[src/rtl/gpio_pin_ctrl.sv]
// gpio_pin_ctrl: pad-side GPIO stage.
//   Registers the output data/enable taken from the register block, synchronises
//   and glitch-filters the raw pad inputs, and latches per-pin change events into
//   a pending vector that drives a single interrupt request.
// Ports:
//   clk, reset                 clock, asynchronous active-high reset
//   rf_gpio_datareg[15:0]      data to drive on the pads
//   rf_gpio_tristate[15:0]     1 = hi-Z/input, 0 = driven output
//   rf_gpio_interrupt_mask     per-pin interrupt enable
//   int_clr[15:0]              write-1-to-clear pulse for int_pending
//   gpio_in[15:0]              raw pad input (asynchronous to clk)
//   gpio_out, gpio_oe          registered pad data / output enable
//   ro_gpio_pinstate           filtered pin state back to the register block
//   int_pending                latched change events
//   irq                        OR of enabled pending bits
module gpio_pin_ctrl #(
    parameter int unsigned FILTER_CYCLES = 4
) (
    input  logic        clk,
    input  logic        reset,
    input  logic [15:0] rf_gpio_datareg,
    input  logic [15:0] rf_gpio_tristate,
    input  logic [15:0] rf_gpio_interrupt_mask,
    input  logic [15:0] int_clr,
    input  logic [15:0] gpio_in,
    output logic [15:0] gpio_out,
    output logic [15:0] gpio_oe,
    output logic [15:0] ro_gpio_pinstate,
    output logic [15:0] int_pending,
    output logic        irq
);

    localparam logic [7:0] CNT_LAST = 8'(FILTER_CYCLES - 1);

    logic [15:0] s1;
    logic [15:0] s2;
    logic [15:0] filt;
    logic [7:0]  cnt [16];
    logic [15:0] upd;

    // Output path: plain registers, independent of the input path.
    always_ff @(posedge clk or posedge reset) begin
        if (reset) begin
            gpio_out <= '0;
            gpio_oe  <= '0;
        end else begin
            gpio_out <= rf_gpio_datareg;
            gpio_oe  <= ~rf_gpio_tristate;
        end
    end

    // Two-flop synchroniser for the asynchronous pad inputs.
    always_ff @(posedge clk or posedge reset) begin
        if (reset) begin
            s1 <= '0;
            s2 <= '0;
        end else begin
            s1 <= gpio_in;
            s2 <= s1;
        end
    end

    // A pin updates when it has differed from the filtered value for
    // FILTER_CYCLES consecutive cycles (counter already at its last value).
    always_comb begin
        upd = '0;
        for (int unsigned i = 0; i < 16; i++) begin
            upd[i] = (s2[i] != filt[i]) && (cnt[i] == CNT_LAST);
        end
    end

    always_ff @(posedge clk or posedge reset) begin
        if (reset) begin
            filt <= '0;
            for (int unsigned i = 0; i < 16; i++) begin
                cnt[i] <= '0;
            end
        end else begin
            for (int unsigned i = 0; i < 16; i++) begin
                if (s2[i] == filt[i]) begin
                    cnt[i] <= '0;
                end else if (upd[i]) begin
                    filt[i] <= s2[i];
                    cnt[i]  <= '0;
                end else begin
                    cnt[i] <= cnt[i] + 8'd1;
                end
            end
        end
    end

    // Set has priority over a coincident clear.
    always_ff @(posedge clk or posedge reset) begin
        if (reset) begin
            int_pending <= '0;
        end else begin
            int_pending <= (int_pending & ~int_clr) | (upd & rf_gpio_interrupt_mask);
        end
    end

    assign ro_gpio_pinstate = filt;
    assign irq              = |(int_pending & rf_gpio_interrupt_mask);

endmodule

[config.mk]
export PLATFORM = sky130hd
export DESIGN_NAME = gpio_pin_ctrl
export DESIGN_NICKNAME = d
export VERILOG_FILES = /design/src/rtl/gpio_pin_ctrl.sv
export SDC_FILE = /design/constraint.sdc
export NUM_CORES = 1
export LEC_CHECK = 0
export ABC_AREA = 1
export BUFFER_PORTS_ARGS = -buffer_cell sky130_fd_sc_hd__buf_2
export CAP_MARGIN = 20
export CORE_MARGIN = 10
export CORE_UTILIZATION = 50
export DETAILED_ROUTE_END_ITERATION = 10
export PLACE_DENSITY = 0.73
export SLEW_MARGIN = 5
export SYNTH_ARGS = -nofsm -noshare
export SYNTH_HDL_FRONTEND = slang
export SYNTH_SLANG_ARGS = --single-unit
[constraint.sdc]
create_clock -name clk -period 27.9 [get_ports clk]
set_clock_uncertainty 0.15 [all_clocks]
set_input_delay 8.37 -clock clk [delete_from_list [all_inputs] [get_ports clk]]
set_output_delay 8.37 -clock clk [all_outputs]
set_load 0.005 [all_outputs]
==> Word-level counts from Yosys, hierarchy flattened <==
Cells that the tools add are included.
{ "op_classes": {"add_sub_neg": 16, "n_eq_ne": 48, "mux": 32, "n_bitwise": 22, "n_reduce_logical": 33} }
{ "ops": {"columns": ["cell", "count"], "rows": [
  ["2-to-1 mux 8 bit", 32],
  ["adder 8 x 1 -> 8 bit, second input constant", 16],
  ["equality test 8 x 2 -> 1 bit, second input constant", 16],
  ["AND 16 bit", 3],
  ["NOT 16 bit", 2],
  ["AND reduction 2 bit", 16],
  ["equality test 1 bit", 16],
  ["logical AND 1 bit", 16],
  ["inequality test 1 bit", 16],
  ["NOT 1 bit", 16],
  ["bitwise OR 16 bit", 1],
  ["OR reduction 16 bit", 1]
]} }
{ "totals": {"register_bits": 224, "inputBits": 82, "out_inout_bits": 65, "word_cells": 188} }

==> Logic depth before layout (Yosys ltp) <==
Gate-level depths: netlist of the first run.
{ "logic_depth": {"word_depth": 4, "ltp_mapped": 7, "ltp_nobuf": 7} }

==> Worst setup path before layout of the first run <==
No wires, ideal clock.
{ "synth_timing": {"kind": "input-to-output", "startpoint": "in rf_gpio_interrupt_mask[2]", "endpoint": "out irq", "arrival_time_ns": 8.657, "required_ns": 19.380, "slack_ns": 10.723, "cell_stages": 4, "path_buffers": 0, "cell_sequence": "nand2_1 > nand4_1 > nor2_1 > nand2_1"} }
{ "synth_via": {"elab_chain_cells": 2} }
{ "synth_rtl": {"columns": ["item", "line", "source"], "rows": [
  ["from (decl)", "23", "input logic [15:0] rf_gpio_interrupt_mask,"],
  ["AND 16 bit", "102", "assign irq = |(int_pending & rf_gpio_interrupt_mask);"],
  ["OR reduction 16 bit", "102", null],
  ["to (decl)", "30", "output logic irq"]
]} }
Every way passes these cells.

==> Worst setup path after layout of the first run <==
{ "layout_timing": {"startpoint": "in rf_gpio_interrupt_mask[4]", "endpoint": "out irq"} }
Same word-level chain as after synthesis.

==> flow_summary.rst, run 1 <==
.. list-table::
   :header-rows: 1

   * - Metric
     - Value
   * - Cell area power density
     - 70.8 mW/mm^2
   * - Final Hold Violating Endpoints
     - 0
   * - Switching share of power
     - 0.303
   * - Clock latency of the later-clocked register in the worst-skew pair
     - between 0.5 and 0.6 ns
   * - Share of the clock period used by the worst path
     - 0.637
   * - Die Footprint
     - 0.0272 sq mm
   * - Minimum clock period
     - 17.76 ns
   * - Number of clock sinks seen by CTS
     - between 200 and 250
   * - Ys Warns
     - 0
   * - Proportion of power drawn by combinational gates
     - 0.181
   * - Dominant cell by count in the synthesized netlist
     - nand2_1
   * - Fraction of power consumed by the clock network
     - 0.356
   * - Area growth from synthesis to final layout
     - 17.8%
   * - Diode insertion count for antenna repair
     - 0
   * - Leakage power of the design
     - 6.44 nW
   * - Sequential Power Share
     - 0.463
   * - Async S/R FF share, synth
     - 1.00
   * - Synth Instances
     - approximately 1300
   * - Antenna violations before repair
     - 0
   * - Max H-tree Level
     - 1
   * - Critical-path maximum fanout
     - 2
   * - Actual slew at the worst max-slew pin
     - 0.813 ns
   * - Share of cells above drive strength 1
     - 0.144
   * - Starting Density
     - 0.513
   * - DRC
     - 0
   * - TritonCTS clock tree
     - yes
   * - Drt first pass iters
     - 6
   * - Setup-violating endpoint count in the final report
     - 0
   * - Highest clock rate
     - 56.3 MHz
   * - Net Switching
     - 0.000266 W
   * - Sequential area share after synthesis
     - 0.533
   * - Total of cells resized after clock tree synthesis
     - 0
   * - Int Pwr
     - 0.000611 W
   * - Clk root buf
     - clkbuf_16
   * - Worst supply voltage drop on vdd
     - 0.0586 mV
   * - Number of enable-type register cells in the synthesized netlist
     - 0
   * - Half-perimeter wire length after detailed placement
     - between 15000 and 20000 um
   * - Number of I/O pins
     - between 100 and 150
   * - Worst max-slew margin expressed relative to the limit
     - 0.458
   * - CTS clock-pin slew for the worst setup and hold paths
     - 0.06 ns
   * - Tightest Hold Check Type
     - flop to flop
   * - Number of global-route vias before repair
     - 8527
   * - Maximum number of pins on one net before global-route repair
     - 106
   * - Total nets after synthesis
     - 1433
   * - Startpoint type of the worst setup path
     - input port
   * - Commonest cells post-synth
     - nand2_1, nor2_1, dfrtp_1
   * - Net total in the final layout
     - 1607
   * - Number of standard-cell rows in the floorplan
     - 52
   * - Outcome
     - completed
   * - Clock buffer count from CTS
     - 24
   * - Die span in x
     - roughly 170 um
   * - Category of the worst setup path capture point
     - primary output
   * - I/O Buffers
     - 146
   * - Count of state elements after synthesis
     - roughly 220
   * - Flip-flop cell with the highest count after synthesis
     - dfrtp_1
   * - Arrival time of the worst setup path
     - 9.24 ns
   * - Number of hold buffers added after cts
     - 0
   * - Post-Place Setup Slack
     - 10.13 ns
   * - Mean number of vias per cell
     - 4.68
   * - Biggest area consumer among synthesized cells
     - dfrtp_1
   * - Routability Congestion
     - ~0.84
   * - Total Routing Usage GR
     - 0.162
   * - Top cells by area, synth
     - dfrtp_1, nand2_1, nor2_1
   * - Post-CTS setup buffer count
     - 0
   * - Count of different cell masters after synthesis
     - 18
   * - Total via count after detailed routing
     - around 8300
   * - Leftover overflow at the end of global routing
     - 0
   * - Area share of the leading cell type in the synthesized netlist
     - 0.533
   * - Netlist Area Pre-Place
     - about 0.011 sq mm
   * - Average wire length per cell after detail routing
     - 11.9 um
   * - Avg Synthesized Cell Area
     - roughly 8 sq um
   * - Max-cap violations
     - 0
   * - Crit path setup slack, layout
     - just over 10 ns
   * - Crit Path Class
     - input port to primary output
   * - Routed wire length
     - 21300 um
   * - Unrepaired setup endpoints after global routing
     - false
   * - Die H
     - ~170 um
   * - Wire length of the first global-routing pass
     - 37400 um
   * - Fin Hold WS
     - 0.195 ns
   * - Final count of pins violating max slew
     - 0
   * - Floorplan Core Area
     - 0.0205 sq mm
   * - Initial DRC Count
     - just under 500
   * - Worst Path Required
     - 19.38 ns
   * - Post-detailed-route count of antenna-violating nets
     - 0
   * - Buffer depth of the longest clock path
     - 3
   * - Fin Setup TNS
     - 0 ns
-- critical path: stages --
cell and delay (ns):
buf_2 0.10, nand2_1 0.09, nand4_1 0.16, nor2_1 0.29
nand2_1 0.09, buf_2 0.13
-- through the flow --
stage               area [sq um]  power [W]  std cells   util
floorplan                  10500   0.000512       1320      -
global placement           11600   0.000566       1738  0.566
detailed placement         11600   0.000573       1738  0.566
CTS                        12400   0.000892       1780  0.605
global route               12400   0.000941       1780  0.605
finish                     12400   0.000877       1780  0.605
-- path summary, 6_finish.rpt --
path                                           start       to  slack [ns]  cells after the start
min reg2reg                                    s1[5]    s2[5]        0.20                      0
max reg2reg                                  cnt[24]  cnt[26]       26.34                      4
max in group asynchronous                      reset  cnt[15]       18.49                      3
min in group asynchronous                      reset    s2[4]        7.79                      2
min                                            s1[5]    s2[5]        0.20                      0
max                        rf_gpio_interrupt_mask[4]      irq       10.14                      6
-- flip-flops by register name, indices dropped and copies added (netlist names) --
name,flops
gpio_oe,16
cnt,128
int_pending,16
s2,16
s1,16
ro_gpio_pinstate,16
gpio_out,16
-- metal layers --
metal / wire length, um / vias to the layer above / GRT usage
met5: 0 / - / 0
met4: 504 / 0 / 0.0423
met3: 1640 / 36 / 0.0488
met2: 9940 / 173 / 0.273
met1: 9170 / 3764 / 0.198
li1: - / 4349 / -
-- cell usage in the layout (no fill, tap or decap), drive strengths merged --
master | Yosys | routed
and3 | 1 | 1
buf | 0 | 148
bufinv | 0 | 1
clkbuf | 0 | 36
clkinv | 0 | 5
dfrtp | 224 | 224
ha | 31 | 31
inv | 214 | 214
nand2 | 367 | 367
nand3 | 117 | 117
nand4 | 5 | 5
nor2 | 264 | 264
nor3 | 6 | 6
o21ai | 50 | 50
o21bai | 1 | 1
xnor2 | 15 | 15
xor2 | 25 | 25
-- power groups by stage --
stage               clock network, W  logic [W]  registers (W)
finish                      0.000312   0.000159       0.000406
global route                0.000337   0.000190       0.000414
CTS                         0.000322   0.000163       0.000407
detailed placement                 0   0.000161       0.000412
global placement                   0   0.000157       0.000409
floorplan                          0   0.000106       0.000406
-- cell type report --
class | count | area, sq um
tap | 270 | 338
inverter | 214 | 811
fill | 1834 | 8100
sequential | 224 | 5610
multi-input combinational | 882 | 4110
clock buffer | 36 | 727
clock inverter | 6 | 58.8
timing repair buffer | 148 | 746
-- logic make-up (layout without fill, tap and decap cells) --
family / Yosys count / after routing / share of synthesized area
AO/OA/AOI/OAI: 51 / 51 / 0.0245
XOR/XNOR: 40 / 40 / 0.0333
adder cells (fa/ha/maj): 31 / 31 / 0.0369
buffers and inverters: 214 / 404 / 0.0764
flip-flops: 224 / 224 / 0.533
AND/OR/NAND/NOR: 760 / 760 / 0.296
No activity file was read; power rests on OpenSTA's default activity.
==> run 2, diff against run 1 <==
--- a/config.mk
+++ b/config.mk
@@ -5,13 +5,13 @@
 export SDC_FILE = /design/constraint.sdc
 export NUM_CORES = 1
 export LEC_CHECK = 0
-export ABC_AREA = 1
+export ABC_AREA = 0
 export BUFFER_PORTS_ARGS = -buffer_cell sky130_fd_sc_hd__buf_2
 export CAP_MARGIN = 20
 export CORE_MARGIN = 10
 export CORE_UTILIZATION = 50
 export DETAILED_ROUTE_END_ITERATION = 10
-export PLACE_DENSITY = 0.73
+export PLACE_DENSITY = 0.74
 export SLEW_MARGIN = 5
 export SYNTH_ARGS = -nofsm -noshare
 export SYNTH_HDL_FRONTEND = slang
==> constraint.sdc (replaced) <==
create_clock -name clk -period 18.2 [get_ports clk]
set_clock_uncertainty 0.15 [all_clocks]
set_input_delay 5.46 -clock clk [delete_from_list [all_inputs] [get_ports clk]]
set_output_delay 5.46 -clock clk [all_outputs]
set_load 0.005 [all_outputs]
==> run 2 against run 1 <==
Effect of this change: global-route usage decreased by 0.76 points; non-clock buffer count unchanged; largest cell class unchanged; final cell count decreased by 32%; wire length decreased by 13%; critical path type unchanged; cell area decreased by 9.5%.
==> flow_summary.rst, run 2 <==
.. list-table::
   :header-rows: 1

   * - Metric
     - Value
   * - Number of global-route vias before repair
     - 6718
   * - Cell area power density
     - 128 mW/mm^2
   * - Critical-path maximum fanout
     - 2
   * - Startpoint type of the worst setup path
     - input port
   * - Unrepaired setup endpoints after global routing
     - false
   * - Routability Congestion
     - 0.793
   * - Avg Synthesized Cell Area
     - 11.8 sq um
   * - Worst R2R Setup Slack
     - 16.46 ns
   * - Biggest area consumer among synthesized cells
     - dfrtp_1
   * - Die Footprint
     - approximately 0.025 sq mm
   * - Total nets after synthesis
     - around 900
   * - Clock latency of the later-clocked register in the worst-skew pair
     - 0.50 ns
   * - Drt first pass iters
     - 4
   * - Max H-tree Level
     - 1
   * - Reg-to-Reg End
     - ro_gpio_pinstate[8]
   * - Highest clock rate
     - slightly above 80 MHz
   * - Worst max-slew margin expressed relative to the limit
     - 0.468
   * - Number of cells traversed by the worst hold path
     - 0
   * - RR Startpoint
     - cnt[56]
   * - DRC
     - 0
   * - Routed wire length
     - 18500 um
   * - Minimum clock period
     - 12.43 ns
   * - Most common library cell in the layout ignoring fill and taps
     - dfrtp_1
   * - Fin Setup TNS
     - 0 ns
   * - Total via count after detailed routing
     - 6461
   * - Endpoint of the worst hold path
     - s2[14]
   * - Mean number of vias per cell
     - between 5 and 6
   * - Buffer depth of the longest clock path
     - 3
   * - Max FFs per register
     - 128
   * - Diode insertion count for antenna repair
     - 0
   * - Leftover overflow at the end of global routing
     - 0
   * - Flip-flop cell with the highest count after synthesis
     - dfrtp_1
   * - Post-Place Setup Slack
     - approximately 5.7 ns
   * - Total Routing Usage GR
     - 0.154
   * - Number of clock sinks seen by CTS
     - 224
   * - TritonCTS clock tree
     - yes
   * - Share of the clock period used by the worst path
     - 0.683
   * - Clk root buf
     - clkbuf_16
   * - Post-route insts no fill
     - 1212
   * - Crit path setup slack, layout
     - 5.77 ns
   * - Starting Density
     - 0.514
   * - Commonest cells post-synth
     - dfrtp_1, nor2_1, nand2_1
   * - Worst Path Required
     - between 10 and 15 ns
   * - Outcome
     - completed
   * - Category of the worst setup path capture point
     - primary output
   * - Clock buffer count from CTS
     - 24
   * - Number of placed instances with taps included
     - 1170
   * - Number of hold buffers added after cts
     - 0
   * - Net total in the final layout
     - between 1000 and 1500
   * - Half-perimeter wire length after detailed placement
     - 13400 um
   * - Initial DRC Count
     - 315
   * - Area share of the leading cell type in the synthesized netlist
     - 0.601
   * - Tightest Hold Check Type
     - flop to flop
   * - Number of I/O pins
     - 147
   * - Dominant cell by count in the synthesized netlist
     - dfrtp_1
   * - Sequential area share after synthesis
     - 0.601
   * - I/O Buffers
     - 146
   * - Crit Path Class
     - input port to primary output
   * - Area growth from synthesis to final layout
     - 20.4%
   * - Wire length of the first global-routing pass
     - between 30000 and 40000 um
   * - Number of standard-cell rows in the floorplan
     - 49
   * - Number of cells on the worst reg-to-reg path
     - 4
   * - Die span in x
     - 157 um
   * - Max-cap violations
     - 0
   * - Worst supply voltage drop on vdd
     - 0.0895 mV
   * - Top cells by area, synth
     - dfrtp_1, ha_1, xor2_1
   * - Total of cells resized after clock tree synthesis
     - 0
   * - Count of different cell masters after synthesis
     - 27
   * - Async S/R FF share, synth
     - 1.00
   * - Netlist Area Pre-Place
     - 0.00932 sq mm
   * - Top register by number of flip-flops
     - cnt
   * - Post-CTS setup buffer count
     - 0
   * - Most used cells in the layout excluding fill and tap cells
     - dfrtp_1, buf_2, nor2_1, nand2_1
   * - Synth Instances
     - between 700 and 800
   * - Count of state elements after synthesis
     - 224
   * - Final Hold Violating Endpoints
     - 0
   * - Share of cells above drive strength 1
     - 0.252
   * - Overall power
     - 0.00144 W
   * - Floorplan Core Area
     - 0.0181 sq mm
   * - Final count of pins violating max slew
     - 0
   * - Average wire length per cell after detail routing
     - around 15 um
   * - CP startpoint
     - rf_gpio_interrupt_mask[9]
   * - CTS clock-pin slew for the worst setup and hold paths
     - 0.05 ns
   * - Actual slew at the worst max-slew pin
     - 0.798 ns
   * - Number of enable-type register cells in the synthesized netlist
     - 0
   * - Die H
     - between 150 and 200 um
   * - Arrival time of the worst setup path
     - roughly 6.8 ns
   * - Post-detailed-route count of antenna-violating nets
     - 0
   * - Leakage power of the design
     - 5.26 nW
   * - Fillers
     - 1441
   * - Hold_sp
     - s1[14]
   * - Antenna violations before repair
     - 0
   * - Setup-violating endpoint count in the final report
     - 0
   * - Ys Warns
     - 0
   * - Maximum number of pins on one net before global-route repair
     - 106
run 2: changes by cell type in the layout (fill, tap and decap cells not counted), sizes merged, moves of 14 or more:
| cell | before | now |
|---|---|---|
| o22ai | 0 | 16 |
| a21oi | 0 | 40 |
| xor2 | 25 | 39 |
| a21bo | 0 | 16 |
| nor2 | 264 | 64 |
| nand2 | 367 | 55 |
| and3 | 1 | 16 |
| inv | 214 | 42 |
| or3 | 0 | 48 |
| nand3 | 117 | 48 |
| mux2 | 0 | 16 |
run 2: worst max-delay path, stage by stage:
cell and delay, ns:
buf_2 0.11, a22o_1 0.26, a221oi_1 0.51, nand4_1 0.27
buf_2 0.21
run 2: cell type report:
cell class | instances | area [sq um] | share of cell area
Sequential cell | 224 | 5610 | 0.500
Timing Repair Buffer | 148 | 746 | 0.0665
Multi-Input combinational cell | 527 | 3560 | 0.317
Clock inverter | 10 | 155 | 0.0138
Tap cell | 229 | 287 | 0.0255
Inverter | 42 | 165 | 0.0147
Clock buffer | 32 | 702 | 0.0626
run 2: power by group:
part	total, W	switching, W	internal, W
clock	0.000517	0.000191	0.000326
combinational	0.000286	0.000145	0.000140
sequential	0.000639	0.0000713	0.000567
run 2: worst max-delay path by stage:
stage / endpoint / slack, ns
floorplan: cnt[0] / 6.46
CTS: irq / 5.70
global route: irq / 5.70
global placement: irq / 5.71
detailed placement: irq / 5.70
finish: irq / 5.77
run 2: per-stage QoR:
stage,util,instance area [sq um],hold slack (ns)
2_1_floorplan,-,9320,0.181
3_3_place_gp,0.571,10400,0.182
3_5_place_dp,0.571,10400,0.185
4_1_cts,0.618,11200,0.197
5_1_grt,0.618,11200,0.207
6_report,0.618,11200,0.196
run 2: routing by layer:
metal	vias to the layer above	GRT usage	share of wire
met5	-	0	0
met4	0	0.0431	0.024
met3	35	0.0480	0.068
met2	147	0.254	0.48
met1	3145	0.192	0.43
li1	3134	-	-
run 2: cells by family after synthesis:
kind of cell,Yosys count,synth area share
buffers and inverters,42,0.0169
multiplexers,16,0.0242
AO/OA/AOI/OAI,136,0.0891
AND/OR/NAND/NOR,280,0.167
flip-flops,224,0.601
XOR/XNOR,64,0.0601
adder cells (fa/ha/maj),31,0.0416
